==> src/rtl/fp_spi_frame_ctrl_pkg.sv <==
// Shared definitions for the front panel SPI frame controller.
package fp_spi_frame_ctrl_pkg;

    typedef enum logic [2:0] {
        StIdle    = 3'd0,
        StCmd     = 3'd1,
        StRdFetch = 3'd2,
        StData    = 3'd3,
        StDone    = 3'd4
    } state_e;

    localparam int unsigned CMD_RW_BIT     = 7;
    localparam int unsigned DEFAULT_ADDR_W = 4;

endpackage

==> src/rtl/fp_spi_frame_ctrl_sync_edge.sv <==
// Multi-flop synchronizer for one asynchronous SPI pin with rise/fall pulse detection.
module fp_sync_edge #(
    parameter int unsigned SYNC_STAGES = 2
) (
    input  logic clk_i,
    input  logic rst_i,
    input  logic d_i,
    output logic level_o,
    output logic rise_o,
    output logic fall_o
);

    logic [SYNC_STAGES-1:0] sync_q;
    logic                   hist_q;

    always_ff @(posedge clk_i) begin
        if (rst_i) begin
            sync_q <= '0;
            hist_q <= 1'b0;
        end else begin
            sync_q <= {sync_q[SYNC_STAGES-2:0], d_i};
            hist_q <= sync_q[SYNC_STAGES-1];
        end
    end

    assign level_o = sync_q[SYNC_STAGES-1];
    assign rise_o  = sync_q[SYNC_STAGES-1] & ~hist_q;
    assign fall_o  = ~sync_q[SYNC_STAGES-1] & hist_q;

endmodule

==> src/rtl/fp_spi_frame_ctrl.sv <==
// SPI mode-0 slave that turns 2-byte command frames into register-bus write/read cycles.
module fp_spi_frame_ctrl
    import fp_spi_frame_ctrl_pkg::*;
#(
    parameter int unsigned ADDR_W      = DEFAULT_ADDR_W,
    parameter int unsigned SYNC_STAGES = 2
) (
    input  logic              CLK,
    input  logic              RST,
    input  logic              SCLK,
    input  logic              MOSI,
    input  logic              SS,
    output logic              MISO,
    output logic [ADDR_W-1:0] REG_ADDR,
    output logic [7:0]        REG_WDATA,
    output logic              REG_WE,
    output logic              REG_RE,
    input  logic [7:0]        REG_RDATA,
    output logic              BUSY,
    output logic              FRAME_ERR
);

    logic sclk_rise, sclk_fall;
    logic ss_lvl, ss_rise, ss_fall;
    logic sclk_lvl_unused, mosi_lvl, mosi_rise_unused, mosi_fall_unused;

    fp_sync_edge #(.SYNC_STAGES(SYNC_STAGES)) u_sync_sclk (
        .clk_i   (CLK),
        .rst_i   (RST),
        .d_i     (SCLK),
        .level_o (sclk_lvl_unused),
        .rise_o  (sclk_rise),
        .fall_o  (sclk_fall)
    );

    fp_sync_edge #(.SYNC_STAGES(SYNC_STAGES)) u_sync_ss (
        .clk_i   (CLK),
        .rst_i   (RST),
        .d_i     (SS),
        .level_o (ss_lvl),
        .rise_o  (ss_rise),
        .fall_o  (ss_fall)
    );

    fp_sync_edge #(.SYNC_STAGES(SYNC_STAGES)) u_sync_mosi (
        .clk_i   (CLK),
        .rst_i   (RST),
        .d_i     (MOSI),
        .level_o (mosi_lvl),
        .rise_o  (mosi_rise_unused),
        .fall_o  (mosi_fall_unused)
    );

    state_e            state_q, state_d;
    logic [2:0]        cnt_q, cnt_d;
    logic [7:0]        rx_sr_q, rx_sr_d;
    logic [7:0]        tx_sr_q, tx_sr_d;
    logic              miso_q, miso_d;
    logic [ADDR_W-1:0] addr_q, addr_d;
    logic [7:0]        wdata_q, wdata_d;
    logic              we_q, we_d;
    logic              re_q, re_d;
    logic              err_q, err_d;
    logic              rd_q, rd_d;
    logic              fetch_ph_q, fetch_ph_d;
    logic              byte_done_q, byte_done_d;
    logic              sample;

    // DONE and IDLE never shift; IDLE clears the shifter on the next ss_fall anyway.
    assign sample = sclk_rise & ~ss_lvl &
                    ((state_q == StCmd) | (state_q == StRdFetch) | (state_q == StData));

    always_ff @(posedge CLK) begin
        if (RST) begin
            state_q     <= StIdle;
            cnt_q       <= 3'd0;
            rx_sr_q     <= 8'd0;
            tx_sr_q     <= 8'd0;
            miso_q      <= 1'b0;
            addr_q      <= '0;
            wdata_q     <= 8'd0;
            we_q        <= 1'b0;
            re_q        <= 1'b0;
            err_q       <= 1'b0;
            rd_q        <= 1'b0;
            fetch_ph_q  <= 1'b0;
            byte_done_q <= 1'b0;
        end else begin
            state_q     <= state_d;
            cnt_q       <= cnt_d;
            rx_sr_q     <= rx_sr_d;
            tx_sr_q     <= tx_sr_d;
            miso_q      <= miso_d;
            addr_q      <= addr_d;
            wdata_q     <= wdata_d;
            we_q        <= we_d;
            re_q        <= re_d;
            err_q       <= err_d;
            rd_q        <= rd_d;
            fetch_ph_q  <= fetch_ph_d;
            byte_done_q <= byte_done_d;
        end
    end

    always_comb begin
        state_d     = state_q;
        cnt_d       = cnt_q;
        rx_sr_d     = rx_sr_q;
        tx_sr_d     = tx_sr_q;
        miso_d      = miso_q;
        addr_d      = addr_q;
        wdata_d     = wdata_q;
        we_d        = 1'b0;
        re_d        = 1'b0;
        err_d       = 1'b0;
        rd_d        = rd_q;
        fetch_ph_d  = fetch_ph_q;
        byte_done_d = 1'b0;

        if (sample) begin
            rx_sr_d     = {rx_sr_q[6:0], mosi_lvl};
            cnt_d       = cnt_q + 3'd1;
            byte_done_d = (cnt_q == 3'd7);
        end

        unique case (state_q)
            StIdle: begin
                miso_d = 1'b0;
                if (ss_fall) begin
                    state_d = StCmd;
                    cnt_d   = 3'd0;
                    rx_sr_d = 8'd0;
                end
            end
            StCmd: begin
                if (ss_rise) begin
                    state_d = StIdle;
                    err_d   = 1'b1;
                    miso_d  = 1'b0;
                end else if (byte_done_q) begin
                    addr_d = rx_sr_q[ADDR_W-1:0];
                    rd_d   = rx_sr_q[CMD_RW_BIT];
                    if (rx_sr_q[CMD_RW_BIT]) begin
                        state_d    = StRdFetch;
                        re_d       = 1'b1;
                        fetch_ph_d = 1'b0;
                    end else begin
                        state_d = StData;
                    end
                end
            end
            StRdFetch: begin
                if (ss_rise) begin
                    state_d = StIdle;
                    err_d   = 1'b1;
                    miso_d  = 1'b0;
                end else if (!fetch_ph_q) begin
                    fetch_ph_d = 1'b1;
                end else begin
                    tx_sr_d = REG_RDATA;
                    miso_d  = REG_RDATA[7];
                    state_d = StData;
                end
            end
            StData: begin
                if (ss_rise) begin
                    state_d = StIdle;
                    err_d   = 1'b1;
                    miso_d  = 1'b0;
                end else if (byte_done_q) begin
                    if (!rd_q) begin
                        wdata_d = rx_sr_q;
                        we_d    = 1'b1;
                    end
                    state_d = StDone;
                    miso_d  = 1'b0;
                end else if (rd_q && sclk_fall && (cnt_q != 3'd0)) begin
                    // The fall trailing the cmd byte arrives with cnt==0 and must not shift.
                    tx_sr_d = {tx_sr_q[6:0], 1'b0};
                    miso_d  = tx_sr_q[6];
                end
            end
            StDone: begin
                miso_d = 1'b0;
                if (ss_rise) begin
                    state_d = StIdle;
                end
            end
            default: begin
                state_d = StIdle;
                miso_d  = 1'b0;
            end
        endcase
    end

    assign MISO      = miso_q;
    assign REG_ADDR  = addr_q;
    assign REG_WDATA = wdata_q;
    assign REG_WE    = we_q;
    assign REG_RE    = re_q;
    assign BUSY      = (state_q != StIdle);
    assign FRAME_ERR = err_q;

endmodule

==> config.mk <==
export PLATFORM = sky130hd
export DESIGN_NAME = fp_spi_frame_ctrl
export DESIGN_NICKNAME = d
export VERILOG_FILES = /design/src/rtl/fp_spi_frame_ctrl_pkg.sv /design/src/rtl/fp_spi_frame_ctrl_sync_edge.sv /design/src/rtl/fp_spi_frame_ctrl.sv
export SDC_FILE = /design/constraint.sdc
export NUM_CORES = 1
export LEC_CHECK = 0
export CAP_MARGIN = 20
export CORE_MARGIN = 8
export CORE_UTILIZATION = 57
export CTS_BUF_LIST = sky130_fd_sc_hd__clkbuf_16
export DETAILED_ROUTE_END_ITERATION = 6
export GPL_TIMING_DRIVEN = 0
export HOLD_SLACK_MARGIN = 0.12
export PLACE_DENSITY_LB_ADDON = 0.2
export SLEW_MARGIN = 40
export SYNTH_ARGS = -nofsm -noshare
export SYNTH_HDL_FRONTEND = slang
export SYNTH_SLANG_ARGS = --single-unit
==> constraint.sdc <==
create_clock -name CLK -period 3.7 [get_ports CLK]
set_clock_uncertainty 0.05 [all_clocks]
set_input_delay 0.555 -clock CLK [delete_from_list [all_inputs] [get_ports CLK]]
set_output_delay 0.555 -clock CLK [all_outputs]
set_load 0.1 [all_outputs]
Yosys cells after proc, flatten, opt, wreduce, memory -nomap -nowiden
Index checks and enable logic that the tools add are counted.
{"block": "op_classes", "n_addsub": 1, "eq_ne": 20, "mux": 37, "bitwise": 19, "reduce_logical": 18}
{"operator": "7-bit 2-to-1 mux", "count": 5}
{"operator": "3-bit 2-to-1 mux", "count": 11}
{"operator": "8-bit 2-to-1 mux", "count": 3}
{"operator": "2-bit != test (second input constant)", "count": 10}
{"operator": "3-bit one-hot mux with 5 select lines", "count": 1}
{"operator": "1-bit 2-to-1 mux", "count": 14}
{"operator": "7-bit one-hot mux with 2 select lines", "count": 1}
{"operator": "1-bit NOT", "count": 11}
{"operator": "5-bit AND reduction", "count": 2}
{"operator": "3-bit != test (second input constant)", "count": 3}
{"operator": "4-bit OR reduction", "count": 2}
{"operator": "1-bit AND", "count": 6}
{"operator": "3-bit by 2-bit == test with 1-bit output (second input constant)", "count": 2}
{"operator": "3-bit == test (second input constant)", "count": 2}
{"operator": "3-bit AND reduction", "count": 2}
{"operator": "6-bit AND reduction", "count": 1}
{"operator": "3-bit nonzero test", "count": 2}
{"operator": "4-bit by 3-bit != test with 1-bit output (second input constant)", "count": 1}
{"operator": "4-bit AND reduction", "count": 1}
{"operator": "2-bit nonzero test", "count": 2}
{"operator": "2-bit OR reduction", "count": 2}
{"operator": "3-bit by 1-bit adder with 3-bit output (second input constant)", "count": 1}
{"operator": "3-bit by 1-bit == test with 1-bit output (second input constant)", "count": 1}
{"operator": "3-bit logical NOT", "count": 1}
{"operator": "other kinds (6)", "count": 8}
{"block": "word_totals", "regBits": 48, "input_bits": 13, "output_inout_bits": 17, "elab_cells": 113}

Depth between registers and ports, before layout
{"block": "logic_depth", "word_depth": 8, "mapped_depth": 6, "ltp_nobuf": 5}

Modules after synthesis
A second synthesis with hierarchy kept.
{"block": "hier_totals", "hier_cells": 196, "hier_area_um2": 2004.4}
{"module": "fp_spi_frame_ctrl", "instances": 1, "cells_each": 172, "area_each_um2": 1730.4, "seq_area_each_um2": 800.8}
{"module": "fp_sync_edge", "instances": 3, "cells_each": 8, "area_each_um2": 91.3, "seq_area_each_um2": 60.1}

Worst setup path after synthesis
No wires, ideal clock.
{"block": "synth_path", "path_kind": "register -> output", "start": "register state_q[0]", "end": "output BUSY", "arrival_time_ns": 1.513, "required_ns": 3.095, "slack_ns": 1.582, "path_stages_with_launch": 4, "path_buffers": 2, "cell_sequence": "dfxtp_1 buf_2 buf_1 or3_1"}
{"block": "synth_via", "elab_chain_cells": 1}
{"element": "start: declaration", "line_no": "fp_spi_frame_ctrl.sv:54", "text": "state_e state_q, state_d;"}
{"element": "start signal: assignment", "line_no": "fp_spi_frame_ctrl.sv:75", "text": "state_q <= StIdle;"}
{"element": "start signal: assignment", "line_no": "fp_spi_frame_ctrl.sv:89", "text": "state_q <= state_d;"}
{"element": "3-bit nonzero test", "line_no": "fp_spi_frame_ctrl.sv:201", "text": "assign BUSY = (state_q != StIdle);"}
{"element": "end: declaration", "line_no": "fp_spi_frame_ctrl.sv:19", "text": "output logic BUSY,"}
Every way passes these cells.

Worst setup path after layout
Ends and elaborated chain as after synthesis.

==> reports/results.tsv <==
stage	metric	value	unit
clocking	clk_pin_slew_worst_paths	60	ps
yosys	ys_types	42	
die	die_y	76.13	µm
worst_setup_path	cp_cell_sequence	buf_2 > buf_1 > or3_1 > buf_2	
die	die_area	5795	µm²
timing	max_freq	0.4166	GHz
worst_setup_path	cp-start-kind	flop	
power_and_ir_drop	power.density	458.5	nW/µm²
placed_design	dpl.cell_count	287	
power_and_ir_drop	irDropWorstVdd	405.3	µV
yosys	yosys_warnings	0	
yosys	synth_async_sr_flop_share	0	%
placed_design	dp_hpwl	2.776	mm
yosys	syn_area_per_cell	9.813	µm²
die	coreArea	3578	µm²
yosys	syn-cell-area	2061	µm²
drt	routed_wl	4.109	mm
clocking	h-tree-depth	2	
worst_setup_path	crit_top_cell	buf_2	
worst_setup_path	crit_arrival	1800	ps
worst_setup_path	endpoint_kind	output port	
clocking	cts-resized-gates	0	
clocking	clockBufferDepth	2	
finish	finalNonFillerCells	293	
worst_setup_path	crit_type	flop to output port	
finish	syn_to_final_growth	20.40	%
clocking	cts-root-buf	clkbuf_16	
timing	tns	0	ps
global_routing	grt_max_degree	14	
timing	hold_viol	0	
clocking	cts.sinks	48	
clocking	cts_setup_buffers	0	
worst_setup_path	critical-path-max-stage-delay	410	ps
global_routing	groute.usage.overall	14.71	%
yosys	synth.top_cell.area_share	46.63	%
yosys	ys_ff_latch	48	
worst_setup_path	cp_slowest_cell	buf_2	
finish	post-route-util	69.34	%
timing	grt_setup_unrepaired	no	
timing	setup_viol_count_final	0	
drt	firstDrtPassIters	4	
yosys	ys_dominant_reg_cell	dfxtp_1	
clocking	clock_latency	280	ps
clocking	cts_made_buffers	5	
finish	n_antenna_cell	0	
worst_setup_path	crit_required	3090	ps
placed_design	place.gp.congestion	0.8337	
drt	ant_nets	0	
die	ios	30	
finish	drive_gt1_share	17.14	%
clocking	cts_tree	built	
drt	vias	1538	
yosys	synth_fp_nets	226	
timing	relSlewSlack	57.32	%
yosys	synthTopCellsByArea	dfxtp_1, mux2i_1, nor2_1	
hold_path	hold_path.class	flop to flop	
global_routing	grt_pass1_vias	1597	
die	start_util	57.59	%
global_routing	grt_first_pass_wirelength	7.169	mm
yosys	syn_inst	210	
yosys	ys_seq_area_share	46.63	%
worst_setup_path	path_max_fanout	10	
drt	wire_per_inst	14.02	µm
drt	drt-initial-drc-count	67	
timing	layout_min_cycle_time	2401	ps
die	die_w	76.13	µm
die	std_cell_rows	22	
yosys	synth_edf_count	0	
placed_design	portBuffers	29	
global_routing	gr-total-overflow	0	
drt	vias_per_cell	5.249	
global_routing	antenna_found_initial	0	
timing	worstMarginPinSlew	637.5	ps
clocking	postCtsHoldBufs	0	
power_and_ir_drop	power_leakage	1.049	nW
timing	post-route-period-util	64.88	%
job	cap_violations	0	
run_status	status	finished clean	
finish	nets	262	
yosys	synth_top_area_cell	dfxtp_1	
timing	final_max_slew_viol_count	0	
drt	drc	0	
-- kinds of logic (layout without fill, tap and decap cells) --
family                     count (synthesis)  in the layout  synth area share (%)
AOI/OAI and AO/OA                         20             20                 6.801
xor gates and xnor gates                   2              2                0.8502
adders and majority gates                  3              3                 1.822
buffers and inverters                     17             52                 4.189
DFF                                       48             48                 46.63
muxes                                     31             31                 15.42
and+or+nand+nor                           89             89                 24.29
-- flip-flops by register name, summed over array words and instances, names as in the netlist, 2 cells and up --
signal,flops
REG_WDATA,8
rx_sr_q,8
tx_sr_q,7
REG_ADDR,4
cnt_q,3
state_q,3
u_sync_mosi.sync_q,2
u_sync_sclk.sync_q,2
u_sync_ss.sync_q,2
-- cells in the final DEF, fill, tap and decap left out, types with 2 or more instances in the layout --
| master | netlist | final |
|---|---|---|
| a211oi_1 | 2 | 2 |
| a21oi_1 | 8 | 8 |
| buf_1 | 2 | 2 |
| buf_2 | 3 | 20 |
| buf_4 | 3 | 3 |
| clkbuf_1 | 4 | 4 |
| clkbuf_16 | 0 | 5 |
| clkdlybuf4s50_1 | 0 | 12 |
| dfxtp_1 | 48 | 48 |
| ha_1 | 3 | 3 |
| inv_1 | 4 | 4 |
| mux2_2 | 6 | 6 |
| mux2i_1 | 25 | 25 |
| nand2_1 | 10 | 10 |
| nand2b_1 | 6 | 6 |
| nand3_1 | 7 | 7 |
| nand3b_1 | 2 | 2 |
| nor2_1 | 32 | 32 |
| nor2b_1 | 18 | 18 |
| nor3b_1 | 2 | 2 |
| o21a_1 | 2 | 2 |
-- stage by stage --
| stage | setup slack, ps | hold slack, ps | area, µm² | total power [mW] |
|---|---|---|---|---|
| CTS | 1299 | 390.4 | 2481 | 1.143 |
| detailed placement | 1172 | 376.4 | 2326 | 0.6638 |
| global route | 1214 | 403.4 | 2481 | 1.172 |
| global placement | 880.7 | 367.0 | 2411 | 0.6668 |
| floorplan | 1582 | 363.8 | 2061 | 0.6296 |
| finish | 1300 | 387.5 | 2481 | 1.138 |
-- worst paths after layout --
check	slack (ps)	end	cells after the start	from
worst max-delay path	1300	BUSY	4	state_q[0]
worst min-delay path	390	u_sync_mosi.sync_q[1]	1	u_sync_mosi.sync_q[0]
worst max register to register	1910	REG_WDATA[3]	6	state_q[0]
worst min register to register	390	u_sync_mosi.sync_q[1]	1	u_sync_mosi.sync_q[0]
-- final cells by class --
| cell class | count | area, µm² |
|---|---|---|
| clock buffer | 5 | 125.1 |
| fill | 285 | 1097 |
| buffer | 13 | 71.32 |
| tap | 48 | 60.06 |
| clock inverter | 1 | 30.03 |
| sequential | 48 | 960.9 |
| timing repair buffer | 29 | 205.2 |
| multi-input combinational | 145 | 1013 |
| inverter | 4 | 15.01 |
-- Yosys cell counts, drive strengths merged (2+ instances only) --
library cell  instances
a211oi                2
a21oi                 8
buf                   9
clkbuf                4
dfxtp                48
ha                    3
inv                   4
mux2                  6
mux2i                25
nand2                10
nand2b                6
nand3                 7
nand3b                3
nor2                 32
nor2b                19
nor3b                 2
nor4b                 3
o21a                  2
-- layer usage --
| metal | GRT usage [%] | vias up | wire length, µm |
|---|---|---|---|
| met2 | 24.68 | 30 | 1972 |
| met1 | 16.96 | 717 | 1899 |
| li1 | - | 787 | - |
| met3 | 5.425 | 4 | 202 |
| met4 | 4.423 | 0 | 35 |
| met5 | 0 | - | 0 |
-- power by group --
group	leakage, nW	internal [mW]	switching, mW
clock	0.0757	0.311	0.174
sequential	0.388	0.524	0.00366
combinational	0.585	0.0462	0.0795
total	1.05	0.881	0.257
-- critical path: cells and delay by family (launching register included) --
kind                   cells  cell delay, ps
buffers and inverters      3             990
AND/OR/NAND/NOR            1             170
flip-flops                 1             340
(Power assumes the default switching activity.)
